===== src/rtl/pipe_stage_reg_if.sv =====
// Valid/ready/data channel bundling one side of a pipeline-stage handshake.
// The stage consumes from a slave port and produces on a master port.
interface pipe_stage_reg_if #(
  parameter int unsigned WIDTH = 104
) ();
  logic             valid;
  logic             ready;
  logic [WIDTH-1:0] data;

  // Producer side drives valid/data and observes ready.
  modport master (output valid, output data, input ready);
  // Consumer side observes valid/data and drives ready.
  modport slave  (input valid, input data, output ready);
endinterface


===== src/rtl/pipe_stage_reg.sv =====
// Parametrised pipeline-stage register with valid/ready handshake, optional
// 2-entry skid buffer (SKID=1 gives a fully registered upstream ready),
// flush and stall control.
// Optional feature macro: PIPE_STAGE_PERF_EN adds stall/flush cycle counters.
module pipe_stage_reg #(
  parameter int unsigned WIDTH = 104,
  parameter bit          SKID  = 1'b1
) (
  input  logic                    clk_i,
  input  logic                    rst_i,
  input  logic                    flush_i,
  input  logic                    stall_i,
  pipe_stage_reg_if.slave         in_if,
  pipe_stage_reg_if.master        out_if
`ifdef PIPE_STAGE_PERF_EN
  ,
  output logic             [31:0] stall_cnt_o,
  output logic             [31:0] flush_cnt_o
`endif
);

  typedef enum logic [1:0] {StEmpty, StOne, StFull} state_e;

  state_e           state_q, state_d;
  logic [WIDTH-1:0] out_data_q, out_data_d;
  logic [WIDTH-1:0] skid_data_q, skid_data_d;
  logic             out_valid;
  logic             in_ready;
  logic             acc;
  logic             fire;

  assign out_valid    = (state_q != StEmpty);
  assign fire         = out_valid & out_if.ready & ~stall_i;
  assign acc          = in_if.valid & in_ready;
  assign out_if.valid = out_valid;
  assign out_if.data  = out_data_q;
  assign in_if.ready  = in_ready;

  if (SKID) begin : g_skid
    logic in_ready_q;
    // Upstream ready comes straight from a flop: high whenever skid will be free.
    always_ff @(posedge clk_i) begin
      if (rst_i) begin
        in_ready_q <= 1'b1;
      end else begin
        in_ready_q <= (state_d != StFull);
      end
    end
    assign in_ready = in_ready_q;
  end else begin : g_no_skid
    assign in_ready = ~out_valid | fire;
  end

  // Next-state and data-path selection; flush wins over everything but reset.
  always_comb begin
    state_d     = state_q;
    out_data_d  = out_data_q;
    skid_data_d = skid_data_q;
    if (flush_i) begin
      state_d     = StEmpty;
      out_data_d  = '0;
      skid_data_d = '0;
    end else begin
      unique case (state_q)
        StEmpty: begin
          if (acc) begin
            state_d    = StOne;
            out_data_d = in_if.data;
          end
        end
        StOne: begin
          if (fire && acc) begin
            out_data_d = in_if.data;
          end else if (fire) begin
            state_d = StEmpty;
          end else if (acc && SKID) begin
            state_d     = StFull;
            skid_data_d = in_if.data;
          end
        end
        StFull: begin
          // Skid always drains ahead of new input to keep FIFO order.
          if (fire) begin
            state_d    = StOne;
            out_data_d = skid_data_q;
          end
        end
        default: state_d = StEmpty;
      endcase
    end
  end

  // Stage state registers with synchronous reset.
  always_ff @(posedge clk_i) begin
    if (rst_i) begin
      state_q     <= StEmpty;
      out_data_q  <= '0;
      skid_data_q <= '0;
    end else begin
      state_q     <= state_d;
      out_data_q  <= out_data_d;
      skid_data_q <= skid_data_d;
    end
  end

`ifdef PIPE_STAGE_PERF_EN
  logic [31:0] stall_cnt_q, stall_cnt_d;
  logic [31:0] flush_cnt_q, flush_cnt_d;

  // Blocked cycles: a valid output that does not leave; flush cycles excluded.
  always_comb begin
    stall_cnt_d = stall_cnt_q;
    flush_cnt_d = flush_cnt_q;
    if (out_valid && !fire && !flush_i) begin
      stall_cnt_d = stall_cnt_q + 32'd1;
    end
    if (flush_i) begin
      flush_cnt_d = flush_cnt_q + 32'd1;
    end
  end

  // Counters clear only on reset and wrap naturally.
  always_ff @(posedge clk_i) begin
    if (rst_i) begin
      stall_cnt_q <= '0;
      flush_cnt_q <= '0;
    end else begin
      stall_cnt_q <= stall_cnt_d;
      flush_cnt_q <= flush_cnt_d;
    end
  end

  assign stall_cnt_o = stall_cnt_q;
  assign flush_cnt_o = flush_cnt_q;
`endif

endmodule

===== src/flat_wrapper.sv =====
// flat-port wrapper written by rule: the top's interface ports become plain ports
module pipe_stage_reg_flat 
#(
  parameter int unsigned WIDTH = 104,
  parameter bit          SKID  = 1'b1
)
  (clk_i, rst_i, flush_i, stall_i, in_if_valid, in_if_data, in_if_ready, out_if_valid, out_if_data, out_if_ready);
  pipe_stage_reg_if #(.WIDTH(WIDTH)) in_if_i ();
  pipe_stage_reg_if #(.WIDTH(WIDTH)) out_if_i ();
  input  logic clk_i;
  input  logic rst_i;
  input  logic flush_i;
  input  logic stall_i;
  input wire logic [$bits(in_if_i.valid)-1:0] in_if_valid;
  input wire logic [$bits(in_if_i.data)-1:0] in_if_data;
  output wire logic [$bits(in_if_i.ready)-1:0] in_if_ready;
  output wire logic [$bits(out_if_i.valid)-1:0] out_if_valid;
  output wire logic [$bits(out_if_i.data)-1:0] out_if_data;
  input wire logic [$bits(out_if_i.ready)-1:0] out_if_ready;
  assign in_if_i.valid = in_if_valid;
  assign in_if_i.data = in_if_data;
  assign in_if_ready = in_if_i.ready;
  assign out_if_valid = out_if_i.valid;
  assign out_if_data = out_if_i.data;
  assign out_if_i.ready = out_if_ready;
  pipe_stage_reg #(.WIDTH(WIDTH), .SKID(SKID)) u_core (.clk_i(clk_i), .rst_i(rst_i), .flush_i(flush_i), .stall_i(stall_i), .in_if(in_if_i), .out_if(out_if_i));
endmodule

===== config.mk =====
export PLATFORM = sky130hd
export DESIGN_NAME = pipe_stage_reg_flat
export DESIGN_NICKNAME = d
export VERILOG_FILES = /design/src/rtl/pipe_stage_reg_if.sv /design/src/rtl/pipe_stage_reg.sv /design/src/flat_wrapper.sv
export SDC_FILE = /design/constraint.sdc
export NUM_CORES = 1
export LEC_CHECK = 0
export BUFFER_PORTS_ARGS = -buffer_cell sky130_fd_sc_hd__buf_2
export CORE_AREA = 2 2 151 153
export CTS_BUF_LIST = sky130_fd_sc_hd__clkbuf_4 sky130_fd_sc_hd__clkbuf_8
export DETAILED_ROUTE_END_ITERATION = 8
export DIE_AREA = 0 0 153 155
export MAX_ROUTING_LAYER = met4
export PLACE_DENSITY = 0.69
export SLEW_MARGIN = 30
export SYNTH_ARGS = -nofsm -noshare
export SYNTH_HDL_FRONTEND = slang
export SYNTH_SLANG_ARGS = --single-unit

===== constraint.sdc =====
create_clock -name clk_i -period 1.8 [get_ports clk_i]
set_clock_uncertainty 0.05 [all_clocks]
set_input_delay 0.09 -clock clk_i [delete_from_list [all_inputs] [get_ports clk_i]]
set_output_delay 0.09 -clock clk_i [all_outputs]
set_load 0.02 [all_outputs]

# After elaboration in Yosys (flattened, before gate mapping)
# Cells that the tools add are included.
[totals]
regBits = 211
latchBits = 0
ramBits = 0
rom_bits = 0
input_bits = 110
out_inout_bits = 106
n_memories = 0
[classes]
n_addsub = 0
mul = 0
div = 0
order_cmp = 0
n_eq_ne = 6
shift = 0
muxes = 11
bitwise_logic = 6
n_reduce_logical = 7
[op_table]
columns = ["operator", "n"]
rows = [
  ["$mux 104", 3],
  ["$pmux 104 s3", 1],
  ["$mux 2", 6],
  ["$reduce_and 4->1", 2],
  ["$ne 2x1->1 const B", 3],
  ["$pmux 2 s3", 1],
  ["$and 1x1->1", 3],
  ["$not 1->1", 3],
  ["$reduce_bool 3->1", 1],
  ["$eq 2x1->1 const B", 1],
  ["$eq 2x2->1 const B", 1],
  ["$logic_not 2->1", 1],
  ["$ne 2x2->1 const B", 1],
  ["$reduce_bool 2->1", 1],
  ["$reduce_or 2->1", 1],
  ["$logic_and 1x1->1", 1],
]

# Logic depth before layout (Yosys ltp)
# Gate-level depths: netlist of run 1.
[depth]
depth_word = 8
ltp_mapped = 7
depth_no_buf = 3

# Worst setup path after synthesis of run 1
# No wires, ideal clock.
[synth_path]
kind = "reg2reg"
start = "register u_core.g_skid.in_ready_q (netlist: u_core.in_if.ready)"
end = "register u_core.skid_data_q[26]"
setup_ps = 70
t_arrival_ps = 1558
t_required_ps = 1680
slack_ps = 121
stages_incl_launch_ff = 7
n_path_buf = 3
cell_sequence = "dfxtp_1 and3b_1 buf_2 buf_2 buf_1 nand4_1 a21oi_1"
[synth_via]
elab_chain_len = 4
[synth_rtl]
columns = ["item", "line_no", "text"]
rows = [
  ["start: declaration", "pipe_stage_reg.sv:40", "logic in_ready_q;"],
  ["start signal: assignment", "pipe_stage_reg.sv:46", "in_ready_q <= (state_d != StFull);"],
  ["$and 1x1->1 *", "pipe_stage_reg.sv:34", "assign acc = in_if.valid & in_ready;"],
  ["$logic_and 1x1->1", "pipe_stage_reg.sv:72", "if (fire && acc) begin"],
  ["$not 1->1 (no source line)", "--", ""],
  ["$reduce_and 4->1 (no source line) *", "--", ""],
  ["end signal: assignment", "pipe_stage_reg.sv:102", "skid_data_q <= skid_data_d;"],
  ["end: declaration", "pipe_stage_reg.sv:26", "logic [WIDTH-1:0] skid_data_q, skid_data_d;"],
]
# Mark *: on every way between the ends. The rest lies on a longest branch, timed or not.
# A chain may end at the register's enable or synchronous reset.

# Worst setup path after layout of run 1
[layout_path]
start = "register u_core.state_q[0]"
end = "output out_if_valid"
[layout_via]
elab_chain_len = 1
[layout_rtl]
columns = ["item", "line_no", "text"]
rows = [
  ["start: declaration", "pipe_stage_reg.sv:24", "state_e state_q, state_d;"],
  ["start signal: assignment", "pipe_stage_reg.sv:96", "state_q <= StEmpty;"],
  ["start signal: assignment", "pipe_stage_reg.sv:100", "state_q <= state_d;"],
  ["$reduce_bool 2->1", "pipe_stage_reg.sv:32", "assign out_valid = (state_q != StEmpty);"],
  ["end: declaration", "flat_wrapper.sv:17", "output wire logic [$bits(out_if_i.valid)-1:0] out_if_valid;"],
]
# Every way passes these cells.

==> out/qor.csv, run 1 <==
metric;value;unit
run_status;completed;
synth.avg_cell_area;9.62;sq um
number_of_buffers_added_by_the_clock_tree_synthesis_step;38;
worstSetupStartpointType;flop;
antenna_violations_before_repair;2;
placed_cell_area;11200;sq um
layout_commonest_cell;buf_2;
synth_top_area_cell;dfxtp_1;
placement.io_buffers;215;
part_of_the_cycle_the_worst_path_needs;0.984;
finalSetupTns;0;ps
top_area_cell_type_share_of_the_netlist_area;0.432;
num_io_pins;216;
cts_root_buffer;clkbuf_8;
insertion_delay;530;ps
ctsHtreeMaxLevel;2;
ys.flop_type;dfxtp_1;
synth.top_cells.by_area;dfxtp_1 43%, mux2i_1 11%, a2111oi_0 9.3%;
global_route_wire_length_before_repair;50700;um
detail_route.first_pass.iterations;5;
slew-limit-headroom;0.590;
core_region_area;22200;sq um
dp.final_hpwl;17700;um
holdCritPathClass;input pin to flop;
cts.clk_slew.worst_paths;60;ps
drtIter0Drc;733;
hold_viol;0;
number_of_synthesized_register_bits;211;
critical-path-top-delay-family;flip-flops;
grt_setup_unrepaired;true;
p_total;11.8;mW
syn_nets;1126;
drive_gt1_frac;0.276;
setup_violations;0;
critical_path.cell_chain;buf_12 > or2_2 > buf_2;
wl_met2;15800;um
drcViolationCount;0;
grt_pass1_vias;9444;
criticalPathCategory;flop to primary output;
final_core_utilization;0.602;
die_height;155;um
finalWorstPathRequiredPeriod;1770;ps
cp_max_fanout;47;
synthToLayoutAreaGrowth;36.9;%
viasPerCell;6.30;
synth.yosys.seq_area_share;0.432;
dieWidth;153;um
number_of_fillers_in_the_final_layout;1854;
post-place-cells;1398;
arrival;1630;ps
worst_slew_pin_slew;599;ps
maximum_number_of_pins_on_one_net_before_global_route_repair;75;
grt.overflow.total;0;
cellPowerDensity;879;nW/um^2
tritoncts;built;
die_area;23700;sq um
cts.sink_count;211;
routed-wl-met3;1930;um
cpMaxStageDelayCell;dfxtp_4;
placement_rows;55;
report.final.slew_viol_count;0;
type_of_destination_of_the_critical_path;primary output;
p_leak;5.62;nW
worstPathRequired;1660;ps
top_layer_used;met4;
worstPathBufferInverterCount;2;
syn-cell-area;9780;sq um
finalNetCount;1379;
wl_met1;13900;um
effective_utilization_at_floorplan;0.440;
postSynthCellCount;1016;
synth-edff-count;0;
layout.cells.most_common_list;215 x buf_2, 209 x dfxtp_1, 105 x a21oi_1, 105 x dlygate4sd3_1;
global_route.usage.total;0.263;
ys_async_sr_fraction;0;
post_drt_wl_per_cell;20.6;um
netlist-cell-type-count;30;
via_count;9989;
place_congestion;0.809;
routed_wirelength;32700;um
final_design_area_no_fill;13400;sq um
final_cell_count_no_fill;1586;
cts-root-to-sink-buffers;3;
max_cap_violations;0;
max_freq;565;MHz
critical_path.max_stage_delay;380;ps
ir_worst_vdd;0.577;mV
yosysWarnings;0;
postRouteAntennaNets;0;
state kept, by name (all words and copies together), names as in the netlist:
name and flops:
u_core.state_q 2, u_core.out_if.data 104, u_core.in_if.ready 1, u_core.skid_data_q 104
through the flow:
stage          setup WS [ps]  hold slack [ps]
3_5_place_dp            92.8              315
2_1_floorplan            121              190
4_1_cts                 9.27             25.9
6_report                29.1             49.2
3_3_place_gp             180              308
5_1_grt                -4.52             57.7
final timing paths:
check / from / end / slack [ps] / cells after the start
setup / recovery: u_core.state_q[0] / out_if_valid / 30 / 3
hold / removal: out_if_ready / u_core.skid_data_q[48] / 50 / 4
setup reg to reg: u_core.state_q[0] / u_core.out_if.data[30] / 40 / 4
hold reg to reg: u_core.skid_data_q[51] / u_core.skid_data_q[51] / 420 / 2
Yosys cell counts (2+ instances only):
library cell    n
or2_2           2
buf_1           7
buf_6           9
nand2b_1        2
clkbuf_4        4
dfxtp_1       211
o31ai_1       104
clkbuf_1      104
a211oi_1      104
mux2i_1       104
a21oi_1       105
nand4_1       104
buf_2          36
a2111oi_0     104
power breakdown:
group | total [mW] | switching, mW | internal, mW
logic | 1.93 | 1.14 | 0.791
clock network | 4.93 | 2.03 | 2.91
registers | 4.91 | 0.0889 | 4.82
total | 11.8 | 3.26 | 8.52
area by class of cell:
| type | instances | area, sq um | share of cell area |
|---|---|---|---|
| well taps | 285 | 357 | 0.0266 |
| diodes | 2 | 5.00 | 0.000374 |
| clock inverters | 5 | 25.0 | 0.00187 |
| inverters | 1 | 5.00 | 0.000374 |
| repair buffers | 375 | 3030 | 0.227 |
| flip-flops and latches | 211 | 4230 | 0.316 |
| clock buffers | 65 | 832 | 0.0621 |
| multi-input cells | 642 | 4900 | 0.366 |
timing repair:
| item | in CTS | in global routing |
|---|---|---|
| resized for setup | 3 | 17 |
| endpoints found under the hold margin | 209 | 0 |
| hold buffers | 105 | 0 |
| setup buffers | 0 | 5 |
| endpoints found under the setup margin | 1 | 24 |
| pin swaps | 0 | 10 |
| cloned | 0 | 6 |
cells by family (layout without fill, tap and decap cells):
logic type      count (synthesis)  after routing  share of synthesized area
compound gates                420            420                      0.309
buf+inv                       163            446                     0.0761
flops                         211            211                      0.432
mux                           104            104                      0.106
other cells                     0              2                          0
simple gates                  118            118                     0.0765
worst min-delay path, delay by kind of cell:
family          cells  cell delay (ps)
compound gates      1               50
buf+inv             1              120
simple gates        2              310
metal layers:
metal,GRT usage,up-vias
li1,-,4634
met3,0.0415,86
met4,0.107,0
met5,-,-
met1,0.336,4852
met2,0.417,417
Note: power is estimated with default switching activity, not from simulation.
==> run 2: changes to the inputs <==
--- a/config.mk
+++ b/config.mk
@@ -11,7 +11,7 @@
 export DETAILED_ROUTE_END_ITERATION = 8
 export DIE_AREA = 0 0 153 155
 export MAX_ROUTING_LAYER = met4
-export PLACE_DENSITY = 0.69
+export PLACE_DENSITY = 0.72
 export SLEW_MARGIN = 30
 export SYNTH_ARGS = -nofsm -noshare
 export SYNTH_HDL_FRONTEND = slang
==> constraint.sdc (replaced) <==
create_clock -name clk_i -period 1.6 [get_ports clk_i]
set_clock_uncertainty 0.05 [all_clocks]
set_input_delay 0.08 -clock clk_i [delete_from_list [all_inputs] [get_ports clk_i]]
set_output_delay 0.08 -clock clk_i [all_outputs]
set_load 0.02 [all_outputs]
==> run 2 against run 1 <==
Net effect: the flow now finishes with violations (setup timing); routed wire length rose by 1.4%; first-iteration DRC count up 30%; non-clock buffer count increased by 24; utilization up 1.7 points; clock-buffer cell count shrank 5; critical path type is now flop to flop.
==> out/qor.csv, run 2 (synthesized netlist as in run 1, its figures left out) <==
metric;value;unit;change
run_status;finished with violations;;
violations;setup timing;;
grt.overflow.total;0;;unchanged
finalWorstPathRequiredPeriod;1740;ps;
worstPathRequired;1940;ps;+280 ps
detail_route.first_pass.iterations;5;;unchanged
critical_path.cell_chain;and3b_4 > bufbuf_16 > a2111oi_1 > a211oi_1;;
criticalPathCategory;flop to flop;;
global_route_wire_length_before_repair;51000;um;+0.53%
wl_met2;16000;um;+1.0%
holdCritPathClass;input pin to flop;;
part_of_the_cycle_the_worst_path_needs;1.09;;
wl_met1;13800;um;-0.69%
layout.cells.most_common_list;214 x buf_2, 208 x dfxtp_1, 105 x dlygate4sd3_1;;
postRouteAntennaNets;0;;unchanged
critical_path.max_stage_delay;490;ps;+110 ps
critical-path-top-delay-family;compound AO/OA/AOI/OAI gates;;
drive_gt1_frac;0.293;;+0.0174
routed_wirelength;33200;um;+1.4%
grt_pass1_vias;9596;;+1.6%
top_layer_used;met4;;
final_ws_setup;-137;ps;-166 ps
post_drt_wl_per_cell;20.6;um;about the same
cts-root-to-sink-buffers;3;;unchanged
slew-limit-headroom;0.693;;+0.103
die_area;23700;sq um;unchanged
dieWidth;153;um;unchanged
max_cap_violations;0;;unchanged
max_freq;576;MHz;
drcViolationCount;0;;unchanged
cts.sink_count;211;;unchanged
worstSetupStartpointType;flop;;
effective_utilization_at_floorplan;0.440;;unchanged
number_of_buffers_added_by_the_clock_tree_synthesis_step;37;;-2.6%
viasPerCell;6.28;;-0.26%
maximum_number_of_pins_on_one_net_before_global_route_repair;74;;-1.3%
cts_root_buffer;clkbuf_8;;
die_height;155;um;unchanged
placement.io_buffers;215;;unchanged
p_total;13.2;mW;+12%
global_route.usage.total;0.266;;+0.00314
insertion_delay;540;ps;about the same
antenna_violations_before_repair;2;;unchanged
via_count;10100;;+1.1%
post-place-ws;-46.1;ps;-139 ps
reg2reg_depth;4;;unchanged
core_region_area;22200;sq um;unchanged
placement_rows;55;;unchanged
worst_slew_pin_slew;448;ps;-150 ps
p_leak;5.79;nW;+3.1%
tritoncts;built;;
number_of_fillers_in_the_final_layout;1796;;-3.1%
drtIter0Drc;951;;+30%
report.final.slew_viol_count;0;;unchanged
setup_violations;105;;+105
cts.clk_slew.worst_paths;60;ps;about the same
synthToLayoutAreaGrowth;40.7;%;
arrival;2080;ps;+450 ps
worstPathBufferInverterCount;1;;-1
cp_max_fanout;22;;-53%
hold_viol;0;;unchanged
routed-wl-met3;2020;um;+4.7%
seq_area;4230;sq um;about the same
type_of_destination_of_the_critical_path;flop;;
cpMaxStageDelayCell;a2111oi_1;;
multi_input_area;4980;sq um;+1.5%
layout_commonest_cell;buf_2;;
cellPowerDensity;958;nW/um^2;+9.0%
grt_setup_unrepaired;true;;
path_depth;4;;+1
num_io_pins;216;;unchanged
ctsHtreeMaxLevel;2;;unchanged
ir_worst_vdd;0.639;mV;+11%
dp.final_hpwl;18300;um;+3.8%
place_congestion;0.814;;+0.53%
finalNetCount;1403;;+1.7%
hold_path_depth;4;;unchanged
finalSetupTns;-4820;ps;-4820 ps
[run 2: cell count changes in the layout (fill, tap and decap cells not counted), moves of 4 or more]
cell and change:
buf_4 +13, clkbuf_4 +4, a2111oi_2 +7, buf_12 +7, clkbuf_8 -9, a2111oi_0 -27
a2111oi_1 +20
[run 2: final cells by class]
type,instances,share of cell area
multi-input cells,643,0.362
flip-flops and latches,211,0.307
repair buffers,399,0.245
clock buffers,60,0.0536
well taps,285,0.0259
clock inverters,7,0.00509
inverters,1,0.000636
diodes,2,0.000364
[run 2: power by group]
part	switching (mW)	internal (mW)	leakage [nW]	total (mW)
clock	2.28	3.10	0.430	5.38
sequential	0.0970	5.42	1.71	5.52
combinational	1.31	0.977	3.64	2.29
[run 2: worst register-to-register path: cells and delay by family (launching register included)]
family	cells	cell delay (ps)
AOI/OAI and AO/OA	2	590
buffers and inverters	1	330
DFF	1	340
and+or+nand+nor	1	280
[run 2: metal layers]
metal / track usage / vias up
li1: - / 4704
met1: 0.337 / 4823
met2: 0.422 / 471
met3: 0.0343 / 103
met4: 0.128 / 0
met5: - / -
[run 2: path summary, 6_finish.rpt]
path / startpoint / end / slack [ps]
setup reg to reg: u_core.state_q[1] / u_core.out_if.data[96] / -140
hold reg to reg: u_core.skid_data_q[22] / u_core.skid_data_q[22] / 420
setup / recovery: u_core.state_q[1] / u_core.out_if.data[96] / -140
hold / removal: out_if_ready / u_core.skid_data_q[21] / 70
[run 2: stage by stage]
| step | hold slack, ps | area, sq um | cells | util |
|---|---|---|---|---|
| final | 66.5 | 13800 | 1608 | 0.619 |
| after global routing | 91.5 | 13800 | 1608 | 0.619 |
| after CTS | 38.6 | 13500 | 1599 | 0.609 |
| after detailed placement | 304 | 11400 | 1419 | 0.515 |
| after global placement | 298 | 11400 | 1419 | 0.515 |
| after floorplan | 180 | 9780 | 1016 | - |
[run 2: timing repair]
action,in CTS,in global routing
buffers inserted,4,2
endpoints found under the hold margin,209,0
pin swaps,8,13
cloned,4,5
gates resized for setup,26,38
setup endpoints to repair,115,147
hold buffers,105,0
==> run 3: changes to the inputs <==
--- a/config.mk
+++ b/config.mk
@@ -12,6 +12,7 @@
 export DIE_AREA = 0 0 153 155
 export MAX_ROUTING_LAYER = met4
 export PLACE_DENSITY = 0.72
+export REMOVE_ABC_BUFFERS = 1
 export SLEW_MARGIN = 30
 export SYNTH_ARGS = -nofsm -noshare
 export SYNTH_HDL_FRONTEND = slang
==> run 3 against run 2 <==
Net effect: cell count up 0.68%; utilization grew 4.1 points; sequential power is essentially flat; critical endpoint is now u_core.out_if.data[29]; power rose by 2.4%; non-clock buffer count is 17 higher; sequential cell count did not move; highest routed layer unchanged; the run still ends with setup timing left.
==> out/qor.csv, run 3 (synthesized netlist as in run 1, its figures left out) <==
metric;value;unit;change
slew-limit-headroom;0.605;;-0.0888
ctsHtreeMaxLevel;2;;unchanged
reg2reg_depth;5;;+1
number_of_buffers_added_by_the_clock_tree_synthesis_step;37;;unchanged
part_of_the_cycle_the_worst_path_needs;1.11;;+0.0215
finalWorstPathRequiredPeriod;1770;ps;+34.4 ps
arrival;2110;ps;+30 ps
finalNetCount;1420;;+1.2%
max_freq;565;MHz;-1.9%
detail_route.first_pass.iterations;5;;unchanged
effective_utilization_at_floorplan;0.440;;unchanged
grt.overflow.total;0;;unchanged
global_route_wire_length_before_repair;52000;um;+1.9%
ir_worst_vdd;0.685;mV;+7.1%
sw_frac;0.288;;+0.00813
maximum_number_of_pins_on_one_net_before_global_route_repair;70;;-5.4%
cellPowerDensity;920;nW/um^2;-4.0%
holdCritPathClass;input pin to flop;;
netSwitchingPower;3.89;mW;+5.4%
critical_path.cell_chain;buf_6 > and4bb_4 > buf_4 > a2111oi_1 > a211oi_1;;
insertion_delay;530;ps;about the same
placement.io_buffers;215;;unchanged
share_comb_of_total_power;0.203;;+0.030
internal_power;9.62;mW;+1.2%
drtIter0Drc;736;;-23%
grt_setup_unrepaired;true;;
drive_gt1_frac;0.382;;+0.0893
layout.cells.most_common_list;214 x buf_2, 208 x dfxtp_1, 105 x dlygate4sd3_1;;
grt_pass1_vias;10000;;+4.4%
place_congestion;0.802;;-1.4%
cts_root_buffer;clkbuf_8;;
type_of_destination_of_the_critical_path;flop;;
final_ws_setup;-171;ps;-34.4 ps
violations;setup timing;;
layout_commonest_cell;buf_2;;
dp.final_hpwl;17900;um;-2.3%
clkPwrFrac;0.386;;-0.022
n_antenna_cell;0;;-2
worst_slew_pin_slew;593;ps;+145 ps
critical_path.max_stage_delay;510;ps;+20 ps
cts.sink_count;211;;unchanged
postRouteAntennaNets;0;;unchanged
p_total;13.5;mW;+2.4%
setup_violations;115;;+9.5%
max_cap_violations;0;;unchanged
report.final.slew_viol_count;0;;unchanged
drcViolationCount;0;;unchanged
run_status;finished with violations;;
synthToLayoutAreaGrowth;50.1;%;
final_core_utilization;0.660;;+0.0410
worstPathRequired;1940;ps;about the same
cts.clk_slew.worst_paths;70;ps;about the same
power.share.sequential;0.411;;-0.007
criticalPathCategory;flop to flop;;
dieWidth;153;um;unchanged
core_region_area;22200;sq um;unchanged
post_drt_wl_per_cell;22.4;um;+8.5%
post-place-ws;-117;ps;-70.6 ps
cpMaxStageDelayCell;a2111oi_1;;
num_io_pins;216;;unchanged
placement_rows;55;;unchanged
worstSetupStartpointType;flop;;
global_route.usage.total;0.269;;+0.00354
via_count;10600;;+5.0%
cp_max_fanout;18;;-18%
tritoncts;built;;
antenna_violations_before_repair;0;;-2
p_leak;6.01;nW;+3.7%
hold_path_depth;5;;+1
die_area;23700;sq um;unchanged
cts-root-to-sink-buffers;3;;unchanged
hold_viol;0;;unchanged
routed_wirelength;36300;um;+9.2%
die_height;155;um;unchanged
viasPerCell;6.55;;+4.2%
-- run 3: metrics by stage --
stage	hold slack [ps]	cell area, sq um	cells	setup TNS, ps
after floorplan	180	9040	854	-1456690
after global placement	298	11400	1423	-962
after detailed placement	306	11400	1423	-4770
after CTS	75.1	13600	1597	-6300
after global routing	125	14700	1619	-16420
final	103	14700	1619	-9550
-- run 3: path summary, 6_finish.rpt --
kind                                              from                     end  slack (ps)
worst max-delay path                 u_core.state_q[1]  u_core.out_if.data[29]        -170
worst min register to register  u_core.skid_data_q[59]  u_core.skid_data_q[59]         410
worst max register to register       u_core.state_q[1]  u_core.out_if.data[29]        -170
worst min-delay path                      out_if_ready  u_core.skid_data_q[15]         100
-- run 3: power by group through the flow --
stage | Clock [mW] | Sequential [mW] | Combinational (mW)
floorplan | 0 | 5.81 | 0.764
global placement | 0 | 5.63 | 1.82
detailed placement | 0 | 5.62 | 1.85
CTS | 5.27 | 5.52 | 2.21
global route | 5.50 | 5.56 | 2.88
finish | 5.22 | 5.55 | 2.74
-- run 3: worst max-delay path, delay by kind of cell, from the launching register on --
family	cells	cell delay, ps
flops	1	340
compound gates	2	620
simple gates	1	260
buf+inv	2	360
-- run 3: layer usage --
metal	vias to the layer above	GRT usage	wire, um
met2	596	0.435	17500
met3	129	0.0393	2870
li1	4723	-	-
met4	0	0.126	1430
met5	-	-	0
met1	5153	0.335	14400
-- run 3: area by class of cell --
cell class,instances,area [sq um]
fill,1642,7550
multi-input combinational,643,5670
sequential,211,4230
timing repair buffer,416,3650
clock buffer,59,718
tap,285,357
clock inverter,4,47.5
inverter,1,5.00
-- run 3: timing repair --
item	CTS	global route
cloned	2	17
resized for setup	107	149
buffers inserted	4	5
setup endpoints to repair	107	158
hold endpoints to repair	209	0
pin swaps	7	62
hold buffers	105	0
